--- config.mk ---
export PLATFORM = sky130hd
export DESIGN_NAME = miriscv_pipe_ctrl
export DESIGN_NICKNAME = d
export VERILOG_FILES = /design/src/rtl/miriscv_ctrl_pkg.sv /design/src/rtl/miriscv_perf_cnt.sv /design/src/rtl/miriscv_pipe_ctrl.sv
export SDC_FILE = /design/constraint.sdc
export NUM_CORES = 1
export LEC_CHECK = 0
export ABC_CLOCK_PERIOD_IN_PS = 2800
export CAP_MARGIN = 20
export CORE_MARGIN = 10
export CORE_UTILIZATION = 49
export DETAILED_ROUTE_END_ITERATION = 8
export GPL_ROUTABILITY_DRIVEN = 0
export GPL_TIMING_DRIVEN = 0
export PLACE_DENSITY = 0.88
export RECOVER_POWER = 100
export SLEW_MARGIN = 20
export SYNTH_ARGS = -nofsm -noshare
export SYNTH_HDL_FRONTEND = slang
export SYNTH_SLANG_ARGS = --single-unit
--- constraint.sdc ---
create_clock -name clk_i -period 2.8 [get_ports clk_i]
set_clock_uncertainty 0.05 [all_clocks]
set_input_delay 0.28 -clock clk_i [delete_from_list [all_inputs] [get_ports clk_i]]
set_output_delay 0.28 -clock clk_i [all_outputs]
set_load 0.03 [all_outputs]
--- src/rtl/miriscv_ctrl_pkg.sv ---
// Shared types for the miriscv pipeline control unit: FSM states and counter selects.
package miriscv_ctrl_pkg;

    typedef enum logic [1:0] {
        BOOT,
        RUN,
        DRAIN,
        HALTED
    } ctrl_state_e;

    typedef enum logic [1:0] {
        CNT_CYCLE,
        CNT_RET,
        CNT_MISP,
        CNT_STALL
    } cnt_sel_e;

    localparam int CNT_NUM = 4;

endpackage

--- src/rtl/miriscv_perf_cnt.sv ---
// Wrapping performance counter; clear has priority over increment.
module miriscv_perf_cnt #(
    parameter int CNT_W = 64
) (
    input  logic             clk_i,
    input  logic             rst_i,
    input  logic             clr_i,
    input  logic             inc_i,
    output logic [CNT_W-1:0] value_o
);

    always_ff @(posedge clk_i) begin
        if (rst_i || clr_i) begin
            value_o <= '0;
        end else if (inc_i) begin
            value_o <= value_o + CNT_W'(1);
        end
    end

endmodule

--- src/rtl/miriscv_pipe_ctrl.sv ---
// Pipeline control: stall/kill generation, fetch redirection, halt/drain FSM, perf counters.
// state  | meaning
// BOOT   | boot PC forced for BOOT_CYCLES cycles after reset release
// RUN    | normal operation
// DRAIN  | halt requested, stage 0 held while older stages empty
// HALTED | pipeline empty and held until halt request drops
module miriscv_pipe_ctrl
    import miriscv_ctrl_pkg::*;
#(
    parameter int                  XLEN           = 32,
    parameter int                  GPR_ADDR_W     = 5,
    parameter int                  NSTAGES        = 5,
    parameter logic [NSTAGES-1:1]  INTERLOCK_MASK = '1,
    parameter int                  BOOT_CYCLES    = 2,
    parameter int                  CNT_W          = 64
) (
    input  logic                              clk_i,
    input  logic                              rst_i,
    input  logic [XLEN-1:0]                   boot_addr_i,
    input  logic [NSTAGES-1:0]                stall_req_i,
    input  logic [NSTAGES-1:0]                valid_i,
    input  logic [2*GPR_ADDR_W-1:0]           rs_addr_i,
    input  logic [1:0]                        rs_req_i,
    input  logic [(NSTAGES-1)*GPR_ADDR_W-1:0] rd_addr_i,
    input  logic [NSTAGES-1:1]                rd_we_i,
    input  logic                              res_prediction_i,
    input  logic                              res_taken_i,
    input  logic [XLEN-1:0]                   res_target_pc_i,
    input  logic [XLEN-1:0]                   res_next_pc_i,
    input  logic                              redirect_req_i,
    input  logic [XLEN-1:0]                   redirect_pc_i,
    input  logic                              halt_req_i,
    input  logic [1:0]                        cnt_sel_i,
    input  logic                              cnt_clr_i,
    output logic [NSTAGES-1:0]                stall_o,
    output logic [NSTAGES-1:0]                kill_o,
    output logic                              force_f_o,
    output logic [XLEN-1:0]                   force_pc_o,
    output logic                              halted_o,
    output logic [CNT_W-1:0]                  cnt_rdata_o
);

    localparam int BW = $clog2(BOOT_CYCLES + 1);
    localparam logic [BW-1:0] BOOT_INIT = BW'(BOOT_CYCLES - 1);

    ctrl_state_e                          state_q, state_d;
    logic [BW-1:0]                        boot_cnt_q, boot_cnt_d;
    logic                                 boot_w, misp, redir, any_haz;
    logic [NSTAGES-1:1]                   haz;
    logic [NSTAGES-1:1][GPR_ADDR_W-1:0]   rd_addr;
    logic [GPR_ADDR_W-1:0]                rs1, rs2;
    logic [CNT_NUM-1:0]                   cnt_inc;
    logic [CNT_W-1:0]                     cnt_val [CNT_NUM];
    cnt_sel_e                             cnt_sel;
    logic                                 halted_q;
    logic [CNT_W-1:0]                     cnt_rdata_q;

    assign rd_addr = rd_addr_i;
    assign rs1     = rs_addr_i[GPR_ADDR_W-1:0];
    assign rs2     = rs_addr_i[2*GPR_ADDR_W-1:GPR_ADDR_W];

    always_comb begin
        haz = '0;
        for (int k = 1; k < NSTAGES; k++) begin
            haz[k] = valid_i[0] & valid_i[k] & rd_we_i[k] & INTERLOCK_MASK[k]
                   & (rd_addr[k] != '0)
                   & ((rs_req_i[0] & (rs1 == rd_addr[k])) | (rs_req_i[1] & (rs2 == rd_addr[k])));
        end
    end

    assign any_haz = |haz;

    // Reset is treated as part of boot so the fetch PC is pinned before the first edge.
    assign boot_w = rst_i | (state_q == BOOT);
    assign misp   = ~boot_w & valid_i[NSTAGES-1] & (res_prediction_i ^ res_taken_i);
    assign redir  = ~boot_w & redirect_req_i;

    always_comb begin
        stall_o = '0;
        for (int k = 0; k < NSTAGES; k++) begin
            stall_o[k] = |(stall_req_i >> k);
        end
        stall_o[0] = stall_o[0] | any_haz
                   | (~rst_i & ((state_q == DRAIN) | (state_q == HALTED)));
    end

    assign kill_o    = {NSTAGES{misp | redir}};
    assign force_f_o = boot_w | redir | misp;

    always_comb begin
        force_pc_o = '0;
        if (boot_w) begin
            force_pc_o = boot_addr_i;
        end else if (redir) begin
            force_pc_o = redirect_pc_i;
        end else if (misp) begin
            force_pc_o = res_taken_i ? res_target_pc_i : res_next_pc_i;
        end
    end

    always_comb begin
        state_d    = state_q;
        boot_cnt_d = boot_cnt_q;
        case (state_q)
            BOOT: begin
                if (boot_cnt_q == '0) begin
                    state_d = RUN;
                end else begin
                    boot_cnt_d = boot_cnt_q - BW'(1);
                end
            end
            RUN: begin
                if (halt_req_i) state_d = DRAIN;
            end
            DRAIN: begin
                if (!halt_req_i) begin
                    state_d = RUN;
                end else if (valid_i[NSTAGES-1:1] == '0) begin
                    state_d = HALTED;
                end
            end
            HALTED: begin
                if (!halt_req_i) state_d = RUN;
            end
            default: state_d = BOOT;
        endcase
    end

    always_comb begin
        cnt_inc            = '0;
        cnt_inc[CNT_CYCLE] = 1'b1;
        cnt_inc[CNT_RET]   = valid_i[NSTAGES-1] & ~stall_o[NSTAGES-1] & ~kill_o[NSTAGES-1];
        cnt_inc[CNT_MISP]  = misp;
        cnt_inc[CNT_STALL] = stall_o[0];
    end

    for (genvar i = 0; i < CNT_NUM; i++) begin : g_cnt
        miriscv_perf_cnt #(
            .CNT_W (CNT_W)
        ) u_cnt (
            .clk_i   (clk_i),
            .rst_i   (rst_i),
            .clr_i   (cnt_clr_i),
            .inc_i   (cnt_inc[i]),
            .value_o (cnt_val[i])
        );
    end

    assign cnt_sel = cnt_sel_e'(cnt_sel_i);

    always_ff @(posedge clk_i) begin
        if (rst_i) begin
            state_q     <= BOOT;
            boot_cnt_q  <= BOOT_INIT;
            halted_q    <= 1'b0;
            cnt_rdata_q <= '0;
        end else begin
            state_q     <= state_d;
            boot_cnt_q  <= boot_cnt_d;
            halted_q    <= (state_d == HALTED);
            cnt_rdata_q <= cnt_val[cnt_sel];
        end
    end

    assign halted_o    = halted_q;
    assign cnt_rdata_o = cnt_rdata_q;

endmodule
---- Yosys cells after proc, flatten, opt, wreduce, memory -nomap -nowiden ----
Cells that the tools add are included.
word-level totals
  bits in registers ....................... 325
  input bits .............................. 183
  output and inout bits ................... 108
  logic and storage cells ................. 101
operators by class
  add/subtract/negate cells ............... 5
  magnitude comparators ................... 1
  equal/unequal tests ..................... 12
  multiplexer cells ....................... 13
  bitwise operators ....................... 48
  reduce and logical (&&, ||, !) cells .... 14
operators by type and width
  kind                                                       number
  adder 64 x 1 -> 64 bit (second input constant)             4
  binary-select mux 64 bit (select 2 bit)                    1
  2-to-1 mux 32 bit                                          4
  2-to-1 mux 64 bit                                          2
  equality test 5 bit                                        8
  AND 1 bit                                                  30
  nonzero test 5 bit                                         4
  bitwise OR 1 bit                                           11
  2-to-1 mux 2 bit                                           5
  one-hot mux 2 bit (4 select lines)                         1
  OR reduction 4 bit                                         2
  equality test 2 bit (second input constant)                3
  inverter 1 bit                                             5
  OR reduction 5 bit                                         1
  zero test 2 bit                                            2
  zero test 4 bit                                            1
  greater-or-equal comparator 3 bit (second input constant)  1
  inverter 2 -> 3 bit                                        1
  OR reduction 3 bit                                         1
  equality test 2 x 1 -> 1 bit (second input constant)       1
  AND reduction 2 bit                                        1
  OR reduction 2 bit                                         1
  subtractor 2 x 1 -> 2 bit (second input constant)          1
  logical OR 1 bit                                           1
  bitwise XOR 1 bit                                          1

---- Logic depth before layout (Yosys ltp) ----
  word-level depth ........................ 8
  depth in mapped cells ................... 10
  depth with buffers taken out ............ 8

---- Cells and area by module ----
Synthesis repeated with hierarchy kept, for this count alone.
unflattened totals
  cells, all modules ...................... 1,960
  area total of the unflattened synthesis .. 17,519.3 µm²
by module, submodules not included
  module             instances  cells each  area each (µm²)  seq. area each (µm²)
  miriscv_perf_cnt   4          372         3,116.7          1,281.2
  miriscv_pipe_ctrl  1          472         5,052.3          1,381.3

---- Least setup slack after synthesis ----
OpenSTA, ideal clock, no wires.
  path type ............................... in2out
  from .................................... input stall_req_i[4]
  to ...................................... output stall_o[0]
  data arrival time ....................... 2,569 ps
  required time ........................... 2,470 ps
  path slack .............................. -99 ps
  stages .................................. 8
  buffers on the path ..................... 3
  cell sequence ........................... or3_1 or2_2 nor3_1 and4_1 clkbuf_1 clkbuf_1 clkinv_1 buf_4
on the way
  cells in the longest elaborated chain, start to end .. 3
ends and longest elaborated chain
  item                RTL line                 RTL
  start: declaration  miriscv_pipe_ctrl.sv:20  input logic [NSTAGES-1:0] stall_req_i,
  OR reduction 5 bit  miriscv_pipe_ctrl.sv:81  stall_o[k] = |(stall_req_i >> k);
  bitwise OR 1 bit    miriscv_pipe_ctrl.sv:83  stall_o[0] = stall_o[0] | any_haz
  bitwise OR 1 bit    miriscv_pipe_ctrl.sv:84  | (~rst_i & ((state_q == DRAIN) | (state_q == HALTED)));
  end: declaration    miriscv_pipe_ctrl.sv:35  output logic [NSTAGES-1:0] stall_o,
Every way passes these cells.

---- Worst setup path in the final report ----
  from .................................... register g_cnt[2].u_cnt.value_o[31]
  to ...................................... register g_cnt[2].u_cnt.value_o[52]
on the way
  cells in the longest elaborated chain, start to end .. 1
ends and longest elaborated chain
  item                      RTL line                RTL
  start: declaration        miriscv_perf_cnt.sv:9   output logic [CNT_W-1:0] value_o
  start signal: assignment  miriscv_perf_cnt.sv:16  value_o <= value_o + CNT_W'(1);
  adder 64 x 1 -> 64 bit    miriscv_perf_cnt.sv:16
Every way passes these cells.
A chain may end at the register's enable or synchronous reset.

==> impl_results.md <==
* Crit-path cells: and3_1 > nand4_1 > nor3_1 > nand4_1 > clkbuf_1 > nor3_1 > xnor2_1 > nor2_1
* Initial core utilization at approximately half
* Final Cycle Share at 103%
* Sequential area share after synthesis at 38.8%
* CP arrival at around 3.2 ns
* Total power at between 10000 and 15000 µW
* Post-synth EDFFs at 0
* First-pass GRT wire length at between 90000 and 100000 µm
* Type of the worst setup path: register to register
* HPWL after detailed placement at 44400 µm
* Final #Nets at around 2400
* Hold_sp: halt_req_i
* Slew margin rel. at roughly a quarter
* Startpoint class of the critical path: register
* Routed vias at 17048
* Core box area at between 0.03 and 0.04 mm²
* Clock slew seen by the registers of the worst setup and hold paths at about 0.060 ns
* DR pass1 iterations at 7
* Num rows at between 60 and 70
* Final worst slack at -0.0746 ns
* Post-route setup TNS at -0.193 ns
* DIE HEIGHT at 205 µm
* WL/cell at 22.3 µm
* CTS Buffer Depth at 3
* Synth cell types at 54
* WHS Path Cells at 2
* Minimum clock period at about 2.9 ns
* Fin. Hold Viols at 0
* Top_reg_cell synth: dfxtp_1
* Largest net degree at the start of global routing at 14
* Async S/R FF share, synth at 0%
* H-tree depth at 2
* Final wirelength at approximately 60000 µm
* Cell family with most CP delay: simple AND/OR/NAND/NOR gates
* Worst Setup End Kind: register
* Highest cell delay on the worst timing path at approximately 0.59 ns
* Area grow syn2layout at 31.2%
* Pleak at 0.00762 µW
* Final Non-Filler Cells at around 2700
* Crit path required time at 3.12 ns
* Syn Area/Cell at around 8.9 µm²
* Top post-synthesis cells by area: dfxtp_1, mux4_2, xor2_1
* Reg-to-reg slack, setup at -0.07 ns
* # fillers at approximately 2600
* Syn Nets at approximately 2100
* DRT antenna net count at 0
* Synthesized area at around 0.017 mm²
* Worst Max-Slew Pin Slew at 1.14 ns
* Most instantiated library cell after synthesis: dfxtp_1
* Critical path peak fanout at 6
* Drt drc at 0
* Initial DRC count at 2346
* Sink Count at 325
* Synth top area share at 38.8%
* Initial antenna violation count at 4
* Register area at 0.00653 mm²
* CTS tree: done
* # port buffers at ~290
* Commonest cells post-synth: dfxtp_1, nor2_1, xor2_1
* CP max-delay cell: nor3_1
* Worst vdd ir at between 0.4 and 0.5 mV
* Die area at ~0.042 mm²
* PwrDens at 504 mW/mm²
* Clock latency on the worst-skew pair at 0.52 ns
* Tightest Hold Check Type: primary input to register
* Reg2Reg Depth at 8
* RSZ-0062 raised after global routing: yes
* Share of cells above drive strength 1 at 13.8%
* R2R Path End: g_cnt[2].u_cnt.value_o[52]
* Hold-critical path endpoint: state_q[1]
* Setup violators final at 5
* Max Cap Violations at 0
* Final slew viol count at 0
* GRT overflow at 0
* FF-to-FF Start: g_cnt[2].u_cnt.value_o[31]
* Root Driver: clkbuf_16
* Ys Warns at 0
* Placed cell count at ~2600
* Leading area contributor after synthesis: dfxtp_1
* Vias in the first global route at 17082
* Area of the multi-input gates at 0.0101 mm²
* WP buf/inv at 1
* I/O pin total at 291
* Vias/cell at 6.29
* Failing checks: negative setup slack
* Synth Register Bits at 325
* Mapped Cells at 1884
* Status: finished with violations
* Total GRT Usage at 27.5%
* Clock buffers created by TritonCTS at 35
* Chip width at 205 µm
* Max Clk Rate at 348 MHz
-- sequential cells by signal, summed over array words and instances (netlist names) --
signal and flops:
g_cnt.u_cnt.value_o 256, boot_cnt_q 2, state_q 2, halted_o 1, cnt_rdata_o 64
-- cell usage in the layout, fill, tap and decap left out, types with 21 or more instances in the layout --
| master | instances |
|---|---|
| dfxtp_1 | 311 |
| nand4_1 | 76 |
| and2_1 | 21 |
| inv_1 | 25 |
| xnor2_1 | 66 |
| nor2_1 | 239 |
| dlygate4sd2_1 | 30 |
| a21oi_1 | 97 |
| nor2b_1 | 66 |
| clkbuf_2 | 23 |
| and3_1 | 41 |
| o21ai_0 | 76 |
| and4_1 | 28 |
| clkdlybuf4s50_1 | 153 |
| o31ai_1 | 25 |
| xor2_1 | 125 |
| clkbuf_16 | 37 |
| clkbuf_1 | 85 |
| nand3_1 | 106 |
| mux2_2 | 32 |
| buf_4 | 35 |
| a221oi_1 | 32 |
| or3_1 | 67 |
| dlygate4sd3_1 | 73 |
| mux4_2 | 63 |
| or4_1 | 32 |
| nand2_1 | 91 |
| nor3_1 | 24 |
-- report_power, final --
| group | switching [µW] | internal [µW] |
|---|---|---|
| clock network | 1900 | 2980 |
| logic | 924 | 630 |
| registers | 25.6 | 4650 |
| total | 2850 | 8250 |
-- per-layer routing --
| metal | GRT usage (%) | share of wire, % |
|---|---|---|
| met1 | 30.3 | 34 |
| met2 | 46.5 | 48 |
| met3 | 7.41 | 12 |
| met4 | 16.5 | 6.8 |
| met5 | 0 | 0.020 |
-- final cells by class --
| type | instances | area share, % |
|---|---|---|
| Clock inverter | 8 | 0.653 |
| Inverter | 27 | 0.517 |
| Multi-Input combinational cell | 1421 | 45.8 |
| Sequential cell | 325 | 29.7 |
| Clock buffer | 54 | 4.81 |
| Timing Repair Buffer | 324 | 13.9 |
| Tap cell | 448 | 2.54 |
| Antenna cell | 3 | 0.0341 |
| Buffer | 100 | 2.07 |
-- repair_timing --
action	in CTS	in global routing
cloned	0	1
setup buffers	25	11
pin swaps	22	19
hold buffers	0	0
resized for setup	147	108
setup endpoints to repair	174	124
-- through the flow --
stage | setup slack [ns] | area [µm²] | hold WS (ns) | utilization, %
final | -0.0746 | 22000 | 0.307 | 65.4
after global routing | -0.129 | 22000 | 0.325 | 65.4
after CTS | -0.0842 | 21800 | 0.306 | 64.8
after detailed placement | -1.51 | 20200 | 0.419 | 60.0
after global placement | -1.68 | 20200 | 0.390 | 60.0
after floorplan | 0.0560 | 16800 | 0.366 | -
-- kinds of logic (layout without fill, tap and decap cells) --
logic type      Yosys count  after routing  share of synthesized area, %
buf+inv                 138            513                          3.38
other cells               0              3                             0
mux                      98             98                          10.9
simple gates            874            874                          27.7
compound gates          252            252                          8.88
xor+xnor                192            192                          10.0
fa+ha+maj                 5              5                         0.373
flops                   325            325                          38.8
-- worst max path at each step --
stage,startpoint,endpoint,cells past startpoint
after global placement,rst_i,g_cnt[1].u_cnt.value_o[44],9
after global routing,rst_i,g_cnt[1].u_cnt.value_o[29],12
after floorplan,g_cnt[2].u_cnt.value_o[3],g_cnt[2].u_cnt.value_o[63],8
after detailed placement,rst_i,g_cnt[2].u_cnt.value_o[50],11
final,g_cnt[2].u_cnt.value_o[31],g_cnt[2].u_cnt.value_o[52],8
after CTS,g_cnt[2].u_cnt.value_o[4],g_cnt[2].u_cnt.value_o[51],9
Power figures use the tool's default switching activity.
